<file path="src/rtl/sprite_frame_ctrl.sv">
// sprite_frame_ctrl: raster timing generator and per-frame parameter owner
// for the sprite renderer. Counters, sync strobes and blanking are produced
// in the pixel clock domain. Game-logic updates arrive through a valid/ready
// handshake and are committed only at the start of vertical blanking, so a
// frame is never drawn with a mix of old and new parameters.
module sprite_frame_ctrl #(
  parameter int          H_ACTIVE = 1280,
  parameter int          H_FP     = 110,
  parameter int          H_SYNC   = 40,
  parameter int          H_BP     = 220,
  parameter int          V_ACTIVE = 720,
  parameter int          V_FP     = 5,
  parameter int          V_SYNC   = 5,
  parameter int          V_BP     = 20,
  parameter int          ANGLE_W  = 1,
  parameter logic [15:0] INIT_X   = 16'h4000,
  parameter logic [15:0] INIT_Y   = 16'h0A00
) (
  input  logic               pixel_clk_in,
  input  logic               rst_in,
  input  logic               upd_valid_in,
  input  logic [15:0]        upd_ballx_in,
  input  logic [15:0]        upd_bally_in,
  input  logic [ANGLE_W-1:0] upd_angle_in,
  output logic               upd_ready_out,
  output logic [10:0]        hcount_out,
  output logic [9:0]         vcount_out,
  output logic               hsync_out,
  output logic               vsync_out,
  output logic               active_draw_out,
  output logic               new_frame_out,
  output logic [5:0]         frame_count_out,
  output logic [15:0]        ballx_out,
  output logic [15:0]        bally_out,
  output logic [ANGLE_W-1:0] angle_out,
  output logic               commit_out
);

  // Raster geometry derived from the porch/sync/active widths.
  localparam int H_TOTAL = H_ACTIVE + H_FP + H_SYNC + H_BP;
  localparam int V_TOTAL = V_ACTIVE + V_FP + V_SYNC + V_BP;

  localparam logic [10:0] H_LAST      = 11'(H_TOTAL - 1);
  localparam logic [9:0]  V_LAST      = 10'(V_TOTAL - 1);
  localparam logic [10:0] H_VISIBLE   = 11'(H_ACTIVE);
  localparam logic [9:0]  V_VISIBLE   = 10'(V_ACTIVE);
  localparam logic [10:0] HS_START    = 11'(H_ACTIVE + H_FP);
  localparam logic [10:0] HS_END      = 11'(H_ACTIVE + H_FP + H_SYNC - 1);
  localparam logic [9:0]  VS_START    = 10'(V_ACTIVE + V_FP);
  localparam logic [9:0]  VS_END      = 10'(V_ACTIVE + V_FP + V_SYNC - 1);
  localparam logic [9:0]  COMMIT_LINE = 10'(V_ACTIVE - 1);

  // Update handshake states: EMPTY accepts, PENDING holds until commit.
  typedef enum logic {
    EMPTY   = 1'b0,
    PENDING = 1'b1
  } upd_state_t;

  upd_state_t         state;
  upd_state_t         state_next;

  logic [10:0]        h_next;
  logic [9:0]         v_next;
  logic               frame_start_next;
  logic               commit_edge;
  logic               accept;
  logic               do_commit;

  logic [15:0]        pend_ballx;
  logic [15:0]        pend_bally;
  logic [ANGLE_W-1:0] pend_angle;

  // Next raster position: hcount wraps each line, vcount steps on that wrap.
  always_comb begin
    h_next = hcount_out + 11'd1;
    v_next = vcount_out;
    if (hcount_out == H_LAST) begin
      h_next = '0;
      if (vcount_out == V_LAST) begin
        v_next = '0;
      end else begin
        v_next = vcount_out + 10'd1;
      end
    end
  end

  assign frame_start_next = (h_next == '0) && (v_next == '0);

  // The commit edge is the one leaving the last pixel of the last visible
  // line, so new parameters show up on the first blanking line.
  assign commit_edge = (hcount_out == H_LAST) && (vcount_out == COMMIT_LINE);

  assign accept        = (state == EMPTY) && upd_valid_in;
  assign do_commit     = (state == PENDING) && commit_edge;
  assign upd_ready_out = (state == EMPTY);

  // Counters plus decodes computed from the next position, so every decoded
  // strobe lines up with the counter value shown in the same cycle.
  always_ff @(posedge pixel_clk_in or negedge rst_in) begin
    if (!rst_in) begin
      hcount_out      <= '0;
      vcount_out      <= '0;
      hsync_out       <= 1'b0;
      vsync_out       <= 1'b0;
      active_draw_out <= 1'b1;
      new_frame_out   <= 1'b1;
    end else begin
      hcount_out      <= h_next;
      vcount_out      <= v_next;
      hsync_out       <= (h_next >= HS_START) && (h_next <= HS_END);
      vsync_out       <= (v_next >= VS_START) && (v_next <= VS_END);
      active_draw_out <= (h_next < H_VISIBLE) && (v_next < V_VISIBLE);
      new_frame_out   <= frame_start_next;
    end
  end

  // Frame counter advances on the edge into (0,0) and wraps naturally.
  always_ff @(posedge pixel_clk_in or negedge rst_in) begin
    if (!rst_in) begin
      frame_count_out <= '0;
    end else if (frame_start_next) begin
      frame_count_out <= frame_count_out + 6'd1;
    end
  end

  // Update FSM state register.
  always_ff @(posedge pixel_clk_in or negedge rst_in) begin
    if (!rst_in) begin
      state <= EMPTY;
    end else begin
      state <= state_next;
    end
  end

  // Next-state logic; an accept on the commit edge only reaches PENDING and
  // waits a full frame, since commit requires PENDING beforehand.
  always_comb begin
    state_next = state;
    case (state)
      EMPTY: begin
        if (upd_valid_in) begin
          state_next = PENDING;
        end
      end
      PENDING: begin
        if (commit_edge) begin
          state_next = EMPTY;
        end
      end
      default: state_next = EMPTY;
    endcase
  end

  // Pending holding register, loaded only while the FSM accepts.
  always_ff @(posedge pixel_clk_in or negedge rst_in) begin
    if (!rst_in) begin
      pend_ballx <= '0;
      pend_bally <= '0;
      pend_angle <= '0;
    end else if (accept) begin
      pend_ballx <= upd_ballx_in;
      pend_bally <= upd_bally_in;
      pend_angle <= upd_angle_in;
    end
  end

  // Committed parameters seen by the renderer, plus the one-cycle pulse.
  always_ff @(posedge pixel_clk_in or negedge rst_in) begin
    if (!rst_in) begin
      ballx_out  <= INIT_X;
      bally_out  <= INIT_Y;
      angle_out  <= '0;
      commit_out <= 1'b0;
    end else begin
      commit_out <= do_commit;
      if (do_commit) begin
        ballx_out <= pend_ballx;
        bally_out <= pend_bally;
        angle_out <= pend_angle;
      end
    end
  end

endmodule

</file>
<file path="config.mk">
export PLATFORM = sky130hd
export DESIGN_NAME = sprite_frame_ctrl
export DESIGN_NICKNAME = d
export VERILOG_FILES = /design/src/rtl/sprite_frame_ctrl.sv
export SDC_FILE = /design/constraint.sdc
export NUM_CORES = 1
export LEC_CHECK = 0
export CAP_MARGIN = 20
export CORE_MARGIN = 2
export CORE_UTILIZATION = 54
export CTS_CLUSTER_SIZE = 14
export DETAILED_ROUTE_END_ITERATION = 10
export PLACE_DENSITY = 0.92
export SLEW_MARGIN = 20
export SYNTH_ARGS = -nofsm -noshare
export SYNTH_HDL_FRONTEND = slang
export SYNTH_SLANG_ARGS = --single-unit
</file>
<file path="constraint.sdc">
create_clock -name pixel_clk_in -period 4.16 [get_ports pixel_clk_in]
set_input_delay 0.832 -clock pixel_clk_in [delete_from_list [all_inputs] [get_ports pixel_clk_in]]
set_output_delay 0.832 -clock pixel_clk_in [all_outputs]
set_load 0.02 [all_outputs]
</file>
==> results.cfg, run 1 <==
[outcome]
status = complete, no violations

[cts]
cts_buffers = 9
postCtsResizedCells = 0
cts_tree = built
clock_latency_ns = 0.36
cts_hold_buf = 0
cts_root_buf = clkbuf_8
clkSlewWorstSetupHoldPaths_ns = 0.10
htreeDepth = 3
clock_sinks = 99
post_cts_buffers = 0
cts_buffer_depth = 2

[grt]
grt_max_degree = 63
grt_pass1_wl_um = 16700
grt.overflow.total = 0
grtUsageTotal = 0.240
grt_pass1_vias = 3431
antenna_found_initial = 0

[worst_hold_path]
hp-class = reg -> reg

[route]
drt-vias-per-instance = 5.53
detail_route.wl_per_cell_um = 16.1
routed_wl_um = 10200
ant_nets = 0
drt_iter0_markers = 162
via_count = 3519
drtPass1Iterations = 5
drt_drc_violations_left = 0

[sta]
fin_crit_sh = 0.811
slew_violations = 0
finalSetupTns_ns = 0
fin_skew_ns = 0.0151
slew_headroom = 0.337
whs_ns = 0.471
min_period_ns = 3.37
fmax_mhz = 296
hold_viol_final = 0
tightest_slew_ns = 0.989
fin_ws_ns = 0.787
rsz0062_at_grt = false
finalSetupViolCount = 0

[layout]
stdcell_area_um2 = 5710
diodes = 0
synthToLayoutAreaGrowth_pct = 28.7
stdcell_count = 636
nets = 567
layout-drive-gt1-share = 0.124

[place]
gp_congestion = 0.912
dpl.cell_count = 620
portBuffers = 101
placed_cell_area_um2 = 5520
place_ws_ns = 0.829
dp_hpwl_um = 7250

[floorplanning]
start_util = 0.548
num_io_pins = 102
core-area_um2 = 8090
dieArea_um2 = 8960
fp.dieW_um = 94.7
rows = 33
die_h_um = 94.7

[synth]
synth_warnings = 0
synthArstFlopShare = 1.00
synth_edf_count = 0
yosysSeqAreaShare = 0.560
syn_area_um2 = 4440
syn-num-nets = 475
avgSynthCellArea_um2 = 10.2
synthCells = 434
synth_ff_type = dfrtp_1
ys_types = 56
ys_ff_latch = 99

[setup_path]
critPathArrivalTime_ns = 3.66
start_kind = flop
crit_path_end_kind = flop
crit_fanout = 17
criticalPathCategory = reg -> reg
cp_data_required_time_ns = 4.45

[pwr]
ir_drop_uv = 210
total_leakage_power_nw = 2.57
p_per_area_nw_per_um2 = 298

[flow_run]
cap_viol_max_count = 0
==> cells in the final DEF, fill, tap and decap left out, drive strengths merged, types with 2 or more instances in the layout <==
| cell type | synthesis | final |
|---|---|---|
| a2111oi | 2 | 2 |
| a21oi | 10 | 10 |
| a31oi | 6 | 6 |
| and2 | 2 | 2 |
| and3 | 5 | 5 |
| buf | 6 | 4 |
| clkbuf | 17 | 10 |
| clkdlybuf4s50 | 0 | 100 |
| clkinv | 1 | 3 |
| dfrtp | 94 | 94 |
| dfstp | 5 | 5 |
| ha | 5 | 5 |
| inv | 14 | 17 |
| mux2 | 35 | 35 |
| nand2 | 115 | 115 |
| nand3 | 15 | 15 |
| nand4 | 6 | 6 |
| nor2 | 20 | 20 |
| nor2b | 5 | 5 |
| nor3 | 9 | 9 |
| o21ai | 11 | 11 |
| o31ai | 2 | 2 |
| o32ai | 2 | 2 |
| or3 | 5 | 5 |
| or4 | 2 | 2 |
| or4b | 2 | 2 |
| xnor2 | 12 | 12 |
| xor2 | 5 | 5 |
==> worst max-delay path, cell delays in order, from the launching register on <==
cell and delay, ns:
dfrtp_1 0.54, or4b_1 0.59, or3_1 0.57, or3_1 0.46, xnor2_1 0.21, nor2_1 0.22
nand4_2 0.28, nor3_2 0.26, xor2_1 0.17
==> per-stage QoR <==
step	power [W]	util
after floorplan	0.00106	-
after global placement	0.00112	0.682
after detailed placement	0.00113	0.682
after CTS	0.00172	0.706
after global routing	0.00177	0.706
final	0.00170	0.706
==> final timing paths <==
check | cells after the start | slack [ns] | end | from
min in group asynchronous | 1 | 0.53 | hcount_out[1]$_DFF_PN0_ | rst_in
max reg2reg | 8 | 0.79 | frame_count_out[5]$_DFFE_PN0P_ | hcount_out[2]$_DFF_PN0_
min reg2reg | 2 | 0.47 | bally_out[4]$_DFFE_PN0P_ | pend_bally[4]$_DFFE_PN0P_
min | 2 | 0.47 | bally_out[4]$_DFFE_PN0P_ | pend_bally[4]$_DFFE_PN0P_
max | 8 | 0.79 | frame_count_out[5]$_DFFE_PN0P_ | hcount_out[2]$_DFF_PN0_
max in group asynchronous | 2 | 2.63 | bally_out[11]$_DFFE_PN1P_ | rst_in
==> flip-flops by register name, summed over array words and instances (netlist names), 6 cells and up <==
register / cells
pend_bally: 16
hcount_out: 11
frame_count_out: 6
bally_out: 16
ballx_out: 16
vcount_out: 10
pend_ballx: 16
==> where the power goes <==
group / leakage, nW / switching (W) / total [W] / internal, W
Clock: 0.0969 / 0.000350 / 0.000597 / 0.000247
Sequential: 1.29 / 0.0000196 / 0.00102 / 0.000999
Combinational: 1.18 / 0.0000323 / 0.0000886 / 0.0000563
==> cell families (layout without fill, tap and decap cells) <==
kind of cell               after synthesis  count (layout)  synth area share
muxes                                   36              36            0.0911
xor gates and xnor gates                17              17            0.0335
adders and majority gates                5               5            0.0141
buffers and inverters                   38             135            0.0330
and+or+nand+nor                        194             194             0.202
DFF                                     99              99             0.560
AOI/OAI and AO/OA                       45              45            0.0665
==> cells in the mapped netlist (all sizes together), types with 2 or more instances <==
cell,instances,area [um^2]
and3,5,31.3
o21ai,11,55.1
dfrtp,94,2350
o32ai,2,25.0
ha,5,62.6
a31oi,6,37.5
nor2b,5,31.3
xnor2,12,105
nor3,9,55.1
or4,2,15.0
inv,14,52.6
buf,6,26.3
or3,5,31.3
nand2,115,432
mux2,35,394
nand4,6,43.8
or4b,2,20.0
a21oi,10,50.1
o31ai,2,15.0
xor2,5,43.8
dfstp,5,131
nand3,15,75.1
clkbuf,17,63.8
nor2,20,75.1
and2,2,12.5
a2111oi,2,17.5
==> metal layers <==
| metal | part of all wire | vias to the layer above | track usage |
|---|---|---|---|
| li1 | - | 1653 | - |
| met3 | 0.056 | 32 | 0.0455 |
| met2 | 0.49 | 132 | 0.378 |
| met5 | 0 | - | 0 |
| met1 | 0.41 | 1702 | 0.320 |
| met4 | 0.039 | 0 | 0.124 |
==> area by class of cell <==
type | instances | area [um^2]
flip-flops and latches | 99 | 2480
clock inverters | 6 | 56.3
clock buffers | 10 | 138
multi-input cells | 297 | 1820
inverters | 15 | 56.3
repair buffers | 104 | 1030
fillers | 599 | 2380
well taps | 105 | 131
No activity file was read; power rests on OpenSTA's default activity.
==> inputs of run 2 (changes only) <==
- CORE_UTILIZATION: 54 -> 45
- PLACE_DENSITY: 0.92 -> 0.83
- clock period: 4.16 -> 2.9 ns (I/O delays scaled with it)
==> run 2 against run 1 <==
Net effect:
- final cell count grew 7.1%
- sequential power grew 43%
- largest cell class unchanged
- worst setup slack lost 0.75 ns
- first-iteration DRC count grew 13%
- core utilization shrank 8.7 points
- sequential cell count is the same
- global-route usage shrank 3.1 points
- combinational power grew 46%
- hold slack lost 0.19 ns
- critical path type unchanged
- clock-buffer cell count grew 1
- sequential share of layout area shrank 2.0 points
==> results.cfg, run 2 (synthesis gave the netlist of run 1 again) <==
[setup_path]
start_kind = flop
cp_data_required_time_ns = 3.15
crit_path_end_kind = flop
criticalPathCategory = reg -> reg
critPathArrivalTime_ns = 3.11
crit_fanout = 8

[worst_hold_path]
hp-class = in -> async

[cts]
cts_buffers = 9
cts_root_buf = clkbuf_8
htreeDepth = 3
clock_latency_ns = 0.36
clock_sinks = 99
cts_buffer_depth = 2
cts_hold_buf = 0
clkSlewWorstSetupHoldPaths_ns = 0.10
cts_tree = built

[layout]
fill_cells = 757
stdcell_count = 681
diodes = 0
layout-drive-gt1-share = 0.170
post-route-util = 0.619
stdcell_area_um2 = 5990
synthToLayoutAreaGrowth_pct = 35.0
layout_common_cells = nand2_1, clkdlybuf4s50_1, dfrtp_1
layout_commonest_cell = nand2_1
nets = 584

[floorplanning]
core-area_um2 = 9680
die_h_um = 103
fp.dieW_um = 103
dieArea_um2 = 10700
rows = 36
start_util = 0.458
num_io_pins = 102

[grt]
grt_max_degree = 62
grt_pass1_vias = 3560
grt_util_met3 = 0.0349
grt.overflow.total = 0
antenna_found_initial = 0
top_usage_layer = met2
grtUsageTotal = 0.209
use_met2 = 0.342
grt_pass1_wl_um = 17200
use_met1 = 0.275

[route]
ant_nets = 0
routed_wl_um = 10800
drt_drc_violations_left = 0
detail_route.wl_per_cell_um = 15.9
drt_iter0_markers = 183
via_count = 3588
drtPass1Iterations = 4
drt-vias-per-instance = 5.27

[sta]
slew_headroom = 0.485
tightest_slew_ns = 0.773
min_period_ns = 2.86
slew_violations = 0
fin_crit_sh = 0.988
whs_ns = 0.282
finalSetupViolCount = 0
fin_skew_ns = 0.0120
hold_viol_final = 0
fin_ws_ns = 0.0351
fmax_mhz = 349

[flow_run]
cap_viol_max_count = 0

[pwr]
ir_drop_uv = 260
total_leakage_power_nw = 2.69
p_per_area_nw_per_um2 = 413

[place]
dpl.cell_count = 662
portBuffers = 101
dp_hpwl_um = 7560
gp_congestion = 0.907
placed_cell_area_um2 = 5700
place_ws_ns = -0.0195

[outcome]
status = complete, no violations
run 2: changes by cell type in the layout (fill, tap and decap cells not counted), moves of 2 or more:
| cell | before | now |
|---|---|---|
| buf_12 | 0 | 2 |
| buf_4 | 4 | 18 |
| clkbuf_1 | 0 | 2 |
| clkinv_4 | 2 | 0 |
| inv_8 | 2 | 0 |
| nor2_1 | 20 | 18 |
| nor2_2 | 0 | 2 |
| o21ai_0 | 10 | 7 |
| o21ai_2 | 0 | 2 |
| or3_1 | 5 | 3 |
| or3_4 | 0 | 2 |
run 2: where the power goes:
part | switching [W] | internal, W | total (W)
logic | 0.0000461 | 0.0000825 | 0.000129
clock network | 0.000482 | 0.000405 | 0.000887
registers | 0.0000265 | 0.00143 | 0.00146
run 2: critical path, cell delays in order (launching register included):
cell	delay, ns
dfrtp_2	0.42
or4b_4	0.53
or3_4	0.48
buf_8	0.16
o21ai_4	0.07
nand4bb_1	0.17
nor4b_4	0.37
nand4_4	0.21
mux2_4	0.35
run 2: metrics by stage:
step / TNS [ns] / total power (W)
final: 0 / 0.00247
after global routing: -0.00579 / 0.00256
after CTS: 0 / 0.00250
after detailed placement: -0.0202 / 0.00162
after global placement: 0 / 0.00161
after floorplan: -0.0532 / 0.00153
run 2: path summary, 6_finish.rpt:
| path | depth (start not counted) | slack [ns] | startpoint | to |
|---|---|---|---|---|
| max in group asynchronous | 2 | 1.86 | rst_in | ballx_out[14]$_DFFE_PN1P_ |
| min in group pixel_clk_in | 2 | 0.47 | bally_out[9]$_DFFE_PN1P_ | bally_out[9]$_DFFE_PN1P_ |
| setup reg to reg | 8 | 0.04 | hcount_out[3]$_DFF_PN0_ | frame_count_out[1]$_DFFE_PN0P_ |
| hold / removal | 1 | 0.28 | rst_in | bally_out[5]$_DFFE_PN0P_ |
| setup / recovery | 8 | 0.04 | hcount_out[3]$_DFF_PN0_ | frame_count_out[1]$_DFFE_PN0P_ |
| hold reg to reg | 2 | 0.47 | bally_out[9]$_DFFE_PN1P_ | bally_out[9]$_DFFE_PN1P_ |
run 2: timing repair:
item,in CTS,in global routing
gates resized for setup,1,17
setup buffers,0,3
pin swaps,1,8
endpoints found under the setup margin,4,8
gates cloned,0,0
run 2: layer usage:
metal	up-vias	wire length (um)
met4	0	339
met1	1743	4540
met5	-	0
met2	135	5370
li1	1684	-
met3	26	590
run 2: cell type report:
class                           count  area (um^2)  area share
Clock inverter                      5         60.1      0.0100
Multi-Input combinational cell    297         1900       0.317
Sequential cell                    99         2480       0.415
Tap cell                          133          166      0.0278
Clock buffer                       11          131      0.0219
Inverter                           15         56.3     0.00940
Timing Repair Buffer              121         1190       0.199
